$ cat src/rtl/math_arith_pkg.sv
// math_arith_pkg: opcodes, FSM states and reduction-flag bit positions shared by the arithmetic unit
package math_arith_pkg;
  typedef enum logic [2:0] {
    OP_ADD  = 3'd0,
    OP_SUB  = 3'd1,
    OP_MUL  = 3'd2,
    OP_SHL  = 3'd3,
    OP_SHR  = 3'd4,
    OP_ASR  = 3'd5,
    OP_IMPL = 3'd6,
    OP_EQV  = 3'd7
  } op_e;
  typedef enum logic [1:0] {IDLE, BUSY, DONE} state_e;
  localparam int RED_OR   = 0;
  localparam int RED_NOR  = 1;
  localparam int RED_AND  = 2;
  localparam int RED_NAND = 3;
  localparam int RED_XOR  = 4;
  localparam int RED_XNOR = 5;
endpackage

$ cat src/rtl/math_arith_mul_seq.sv
// math_arith_mul_seq: shift-add multiplier, one multiplier bit per step, LSB first
module math_arith_mul_seq #(
  parameter int WIDTH = 68
) (
  input  logic               clk,
  input  logic               rst_n,
  input  logic               start,
  input  logic               step,
  input  logic [WIDTH-1:0]   a,
  input  logic [WIDTH-1:0]   b,
  output logic               done,
  output logic [2*WIDTH-1:0] product
);
  localparam int CW = $clog2(WIDTH + 1);
  logic [2*WIDTH-1:0] acc, mcand;
  logic [WIDTH-1:0]   mplier;
  logic [CW-1:0]      cnt;
  // product is the accumulator after the current step, so the last step's value can be captured on the same edge
  assign product = acc + (mplier[0] ? mcand : '0);
  assign done    = step & (cnt == CW'(1));
  // load operands on start, then accumulate one partial product per step until cnt runs out
  always_ff @(posedge clk or negedge rst_n)
    if (!rst_n) begin
      acc    <= '0;
      mcand  <= '0;
      mplier <= '0;
      cnt    <= '0;
    end else if (start) begin
      acc    <= '0;
      mcand  <= {{WIDTH{1'b0}}, a};
      mplier <= b;
      cnt    <= CW'(WIDTH);
    end else if (step && cnt != '0) begin
      acc    <= product;
      mcand  <= mcand << 1;
      mplier <= mplier >> 1;
      cnt    <= cnt - CW'(1);
    end
endmodule

$ cat src/rtl/math_arith_unit.sv
// math_arith_unit: handshaked multi-cycle ALU with iterative multiply and reduction flags of a
module math_arith_unit
  import math_arith_pkg::*;
#(
  parameter int WIDTH = 68,
  parameter int SHW   = $clog2(WIDTH) + 1
) (
  input  logic             clk,
  input  logic             rst_n,
  input  logic             in_valid,
  output logic             in_ready,
  input  logic [2:0]       op,
  input  logic [WIDTH-1:0] a,
  input  logic [WIDTH-1:0] b,
  output logic             out_valid,
  input  logic             out_ready,
  output logic [WIDTH-1:0] result,
  output logic             ovf,
  output logic [5:0]       red
);
  state_e                   state_q, state_d;
  op_e                      opc;
  logic                     accept, mul_done, big;
  logic [2*WIDTH-1:0]       mul_prod, shl_w;
  logic [WIDTH:0]           sum, diff;
  logic signed [WIDTH-1:0]  asr;
  logic [SHW-1:0]           amt;
  logic [WIDTH-1:0]         alu_res;
  logic                     alu_ovf;
  logic [5:0]               red_in;
  assign opc      = op_e'(op);
  assign in_ready = state_q == IDLE;
  assign accept   = in_valid & in_ready;
  // amounts at or beyond WIDTH saturate; below that only the low SHW bits matter
  assign big      = b >= WIDTH'(WIDTH);
  assign amt      = b[SHW-1:0];
  assign sum      = {1'b0, a} + {1'b0, b};
  assign diff     = {1'b0, a} - {1'b0, b};
  assign shl_w    = {{WIDTH{1'b0}}, a} << amt;
  assign asr      = $signed(a) >>> amt;
  assign red_in[RED_OR]   = |a;
  assign red_in[RED_NOR]  = ~|a;
  assign red_in[RED_AND]  = &a;
  assign red_in[RED_NAND] = ~&a;
  assign red_in[RED_XOR]  = ^a;
  assign red_in[RED_XNOR] = ~^a;
  assign alu_res = opc == OP_ADD  ? sum[WIDTH-1:0] :
                   opc == OP_SUB  ? diff[WIDTH-1:0] :
                   opc == OP_SHL  ? (big ? '0 : shl_w[WIDTH-1:0]) :
                   opc == OP_SHR  ? (big ? '0 : a >> amt) :
                   opc == OP_ASR  ? (big ? {WIDTH{a[WIDTH-1]}} : asr) :
                   opc == OP_IMPL ? WIDTH'((~|a) | (|b)) :
                   opc == OP_EQV  ? WIDTH'((|a) == (|b)) : '0;
  assign alu_ovf = opc == OP_ADD ? sum[WIDTH] :
                   opc == OP_SUB ? diff[WIDTH] :
                   opc == OP_SHL ? (big ? |a : |shl_w[2*WIDTH-1:WIDTH]) : 1'b0;
  math_arith_mul_seq #(.WIDTH(WIDTH)) u_mul (
    .clk    (clk),
    .rst_n  (rst_n),
    .start  (accept && opc == OP_MUL),
    .step   (state_q == BUSY),
    .a      (a),
    .b      (b),
    .done   (mul_done),
    .product(mul_prod)
  );
  // next-state: multiply detours through BUSY, everything else goes straight to DONE
  always_comb begin
    state_d = state_q;
    case (state_q)
      IDLE:    if (accept) state_d = opc == OP_MUL ? BUSY : DONE;
      BUSY:    if (mul_done) state_d = DONE;
      DONE:    if (out_ready) state_d = IDLE;
      default: state_d = IDLE;
    endcase
  end
  // state and output registers; result/ovf/red only change on accept or multiply completion
  always_ff @(posedge clk or negedge rst_n)
    if (!rst_n) begin
      state_q   <= IDLE;
      out_valid <= 1'b0;
      result    <= '0;
      ovf       <= 1'b0;
      red       <= '0;
    end else begin
      state_q   <= state_d;
      out_valid <= state_d == DONE;
      if (accept) begin
        red <= red_in;
        if (opc != OP_MUL) begin
          result <= alu_res;
          ovf    <= alu_ovf;
        end
      end else if (mul_done) begin
        result <= mul_prod[WIDTH-1:0];
        ovf    <= |mul_prod[2*WIDTH-1:WIDTH];
      end
    end
endmodule
$ cat config.mk
export PLATFORM = sky130hd
export DESIGN_NAME = math_arith_unit
export DESIGN_NICKNAME = d
export VERILOG_FILES = /design/src/rtl/math_arith_pkg.sv /design/src/rtl/math_arith_mul_seq.sv /design/src/rtl/math_arith_unit.sv
export SDC_FILE = /design/constraint.sdc
export NUM_CORES = 2
export LEC_CHECK = 0
export ABC_CLOCK_PERIOD_IN_PS = 11490
export CAP_MARGIN = 0
export CORE_MARGIN = 2
export CORE_UTILIZATION = 35
export CTS_BUF_LIST = sky130_fd_sc_hd__clkbuf_4 sky130_fd_sc_hd__clkbuf_8
export DETAILED_ROUTE_END_ITERATION = 8
export PLACE_DENSITY = 0.47
export RECOVER_POWER = 25
export SETUP_SLACK_MARGIN = 0.2
export SYNTH_ARGS = -nofsm -noshare
export SYNTH_HDL_FRONTEND = slang
export SYNTH_HIERARCHICAL = 1
export SYNTH_SLANG_ARGS = --single-unit
$ cat constraint.sdc
create_clock -name clk -period 11.49 [get_ports clk]
set_clock_uncertainty 0.1 [all_clocks]
set_input_delay 3.447 -clock clk [delete_from_list [all_inputs] [get_ports clk]]
set_output_delay 3.447 -clock clk [all_outputs]
set_load 0.1 [all_outputs]
==> impl_metrics.ini <==
[routing]
drtAntennaViolNets = 0
firstDrtPassIters = 6
drt-wirelength-per-cell_um = 33.9
post-route-drc-count = 0
vias = 60125
finalWirelength_um = 313000
viasPerCell = 6.50
drt_iter0_drc = 7720

[synth]
synth-async-reset-ratio = 1.00
synth-seq-cells = 425
synth-main-ff-cell = dfrtp_1
syn_nets = 7661
netlist_area_um2 = 52500
synth_edf_count = 0
synthTopCellsByArea = dfrtp_1, ha_1, a21oi_1
seq_area_frac_synth = 0.203
synth_cell_types = 108
yosys_warnings = 6
synth_top_area_cell = dfrtp_1
synth.top_cell.area_share = 0.203
synthCells = 7170
synth.avg_cell_area_um2 = 7.32

[run_status]
outcome = finished with violations
violations = max-capacitance violations, max-slew violations

[sta]
holdWs_ns = 0.383
slew_violations = 80
setup_viol = 0
tightest_slew_ns = 5.00
slew_headroom = -2.33
rsz0062_at_grt = false
max_freq_ghz = 0.107
finalCritPeriodShare = 0.811
hold_viol = 0
fin_crit_ns = 9.32
setup_ws_ns = 2.17
fin_tns_setup_ns = 0

[pwr]
power.total_mw = 12.1
power_density_nw_per_um2 = 206
ir_worst_vdd_mv = 0.211
p_leak_nw = 24.0

[worst_setup_path]
worstPathArrival_ns = 9.91
critPathTopFamily = compound AO/OA/AOI/OAI gates
worst-path-buf-inv = 2
criticalPathCategory = register to register
cp_slowest_cell = o2111ai_1
crit_chain = buf_4 > and2_1 > ha_1 > a21oi_1 > o21ai_0 > a2bb2oi_1 > nand2b_1 > o2111ai_1 > a21oi_1 > nor2b_1 > o21a_1 > o21ai_0 > xor2_1 > nor4_1 > nand4_1 > nor4_1 > buf_4 > nand4_1 > and3_1 > a21oi_1 > o211ai_1 > a2111oi_2 > a22oi_1
cpPeakStageDelay_ns = 0.87
path_max_fanout = 54
cp-start-kind = register
crit_top_cell = a21oi_1
crit_path_end_kind = register
cp.required_ns = 12.08

[clocking]
clkTransAtPathRegs_ns = 0.06
worstSkewPairLatency_ns = 0.84
cts_resized = 0
clockRootBuffer = clkbuf_8
tritoncts = built
htreeDepth = 3
postCtsSetupRepairBufs = 0
clock_sinks = 425
hold_buffers = 0
clockBufferDepth = 3
cts_buffers = 88

[grt]
grt_max_degree = 175
grt_pass1_vias = 56686
grt_usage = 0.396
grt_pass1_wl_um = 437000
antenna_found_initial = 34
grt-ovfl-total = 0

[hold_path]
worst_hold_path_type = register to register

[placed_design]
dp_hpwl_um = 241000
portBuffers = 219
gp_congestion = 1.10
dp_worst_setup_slack_ns = 2.21

[finish]
layout_commonest_cell = nand2_1
nNetsFinal = 7631
mostFrequentLayoutCells = nand2_1, a21oi_1, nor2_1
drive_gt1_frac = 0.0845
syn_to_final_growth_pct = 11.4
post-route-util = 0.391

[die]
io_pins = 220
die_w_um = 391
die-area_um2 = 153000
start_util = 0.351
placementRows = 142
core_um2 = 149000
fp.dieH_um = 391

[flow_run]
drv_cap = 1
==> state kept, by name, indices dropped and copies added, names as in the netlist <==
signal and flops:
u_mul/acc 136, u_mul/cnt 7, ovf 1, red 6, u_mul/mcand 136, result 68, out_valid 1, state_q 2
u_mul/mplier 68
==> stage by stage <==
| stage | instances | instance area, um^2 |
|---|---|---|
| 6_report | 9249 | 58500 |
| 5_1_grt | 9226 | 58400 |
| 4_1_cts | 9222 | 58400 |
| 3_5_place_dp | 9066 | 56400 |
| 3_3_place_gp | 9066 | 56400 |
| 2_1_floorplan | 7170 | 52500 |
==> worst paths after layout <==
path | startpoint | endpoint | slack (ns) | depth (start not counted)
max in group asynchronous | rst_n | u_mul/mplier[0] | 3.93 | 2
min in group asynchronous | rst_n | u_mul/cnt[2] | 4.34 | 1
min reg2reg | result[13] | result[13] | 0.38 | 2
min | result[13] | result[13] | 0.38 | 2
max reg2reg | u_mul/mplier[0] | ovf | 2.17 | 23
max | u_mul/mplier[0] | ovf | 2.17 | 23
==> report_power, final <==
part           switching, mW  internal, mW  leakage [nW]
clock                  0.816          1.04          1.04
combinational           5.33          2.21          17.6
sequential             0.509          2.14          5.37
==> worst reg2reg max path: cells and delay by family, from the launching register on <==
family                     cells  cell delay [ns]
and+or+nand+nor                8             2.89
adders and majority gates      1             0.34
buffers and inverters          2             0.67
DFF                            1             0.61
AOI/OAI and AO/OA             11             4.43
xor gates and xnor gates       1             0.17
==> synth_stat cells, types with 146 or more instances <==
| master | number |
|---|---|
| nand2_1 | 1022 |
| a21oi_1 | 805 |
| nor2_1 | 654 |
| o21ai_0 | 632 |
| dfrtp_1 | 425 |
| clkbuf_1 | 385 |
| ha_1 | 345 |
| mux2i_1 | 274 |
| inv_1 | 253 |
| xnor2_1 | 174 |
| and2_1 | 161 |
| nand4_1 | 146 |
==> per-layer routing <==
| layer | vias up | track usage | part of all wire |
|---|---|---|---|
| met5 | - | 0 | 0.00030 |
| met4 | 14 | 0.298 | 0.087 |
| met3 | 957 | 0.0910 | 0.090 |
| met2 | 3548 | 0.582 | 0.42 |
| met1 | 29388 | 0.502 | 0.40 |
| li1 | 26218 | - | - |
==> layout make-up <==
type                            instances  area [um^2]
Inverter                              260          987
Sequential cell                       425        10600
Antenna cell                           27         67.6
Fill cell                           15934        91000
Tap cell                             2016         2520
Clock inverter                         24          267
Multi-Input combinational cell       5964        38700
Timing Repair Buffer                  401         3550
Clock buffer                          132         1690
==> kinds of logic (layout without fill, tap and decap cells) <==
kind of cell	after synthesis	after routing	synth area share
other	0	27	0
DFF	425	425	0.203
buffers and inverters	781	817	0.0602
and+or+nand+nor	2606	2606	0.228
xor gates and xnor gates	237	237	0.0396
adders and majority gates	348	348	0.0834
muxes	430	430	0.111
AOI/OAI and AO/OA	2343	2343	0.275
Note: power is estimated with default switching activity, not from simulation.
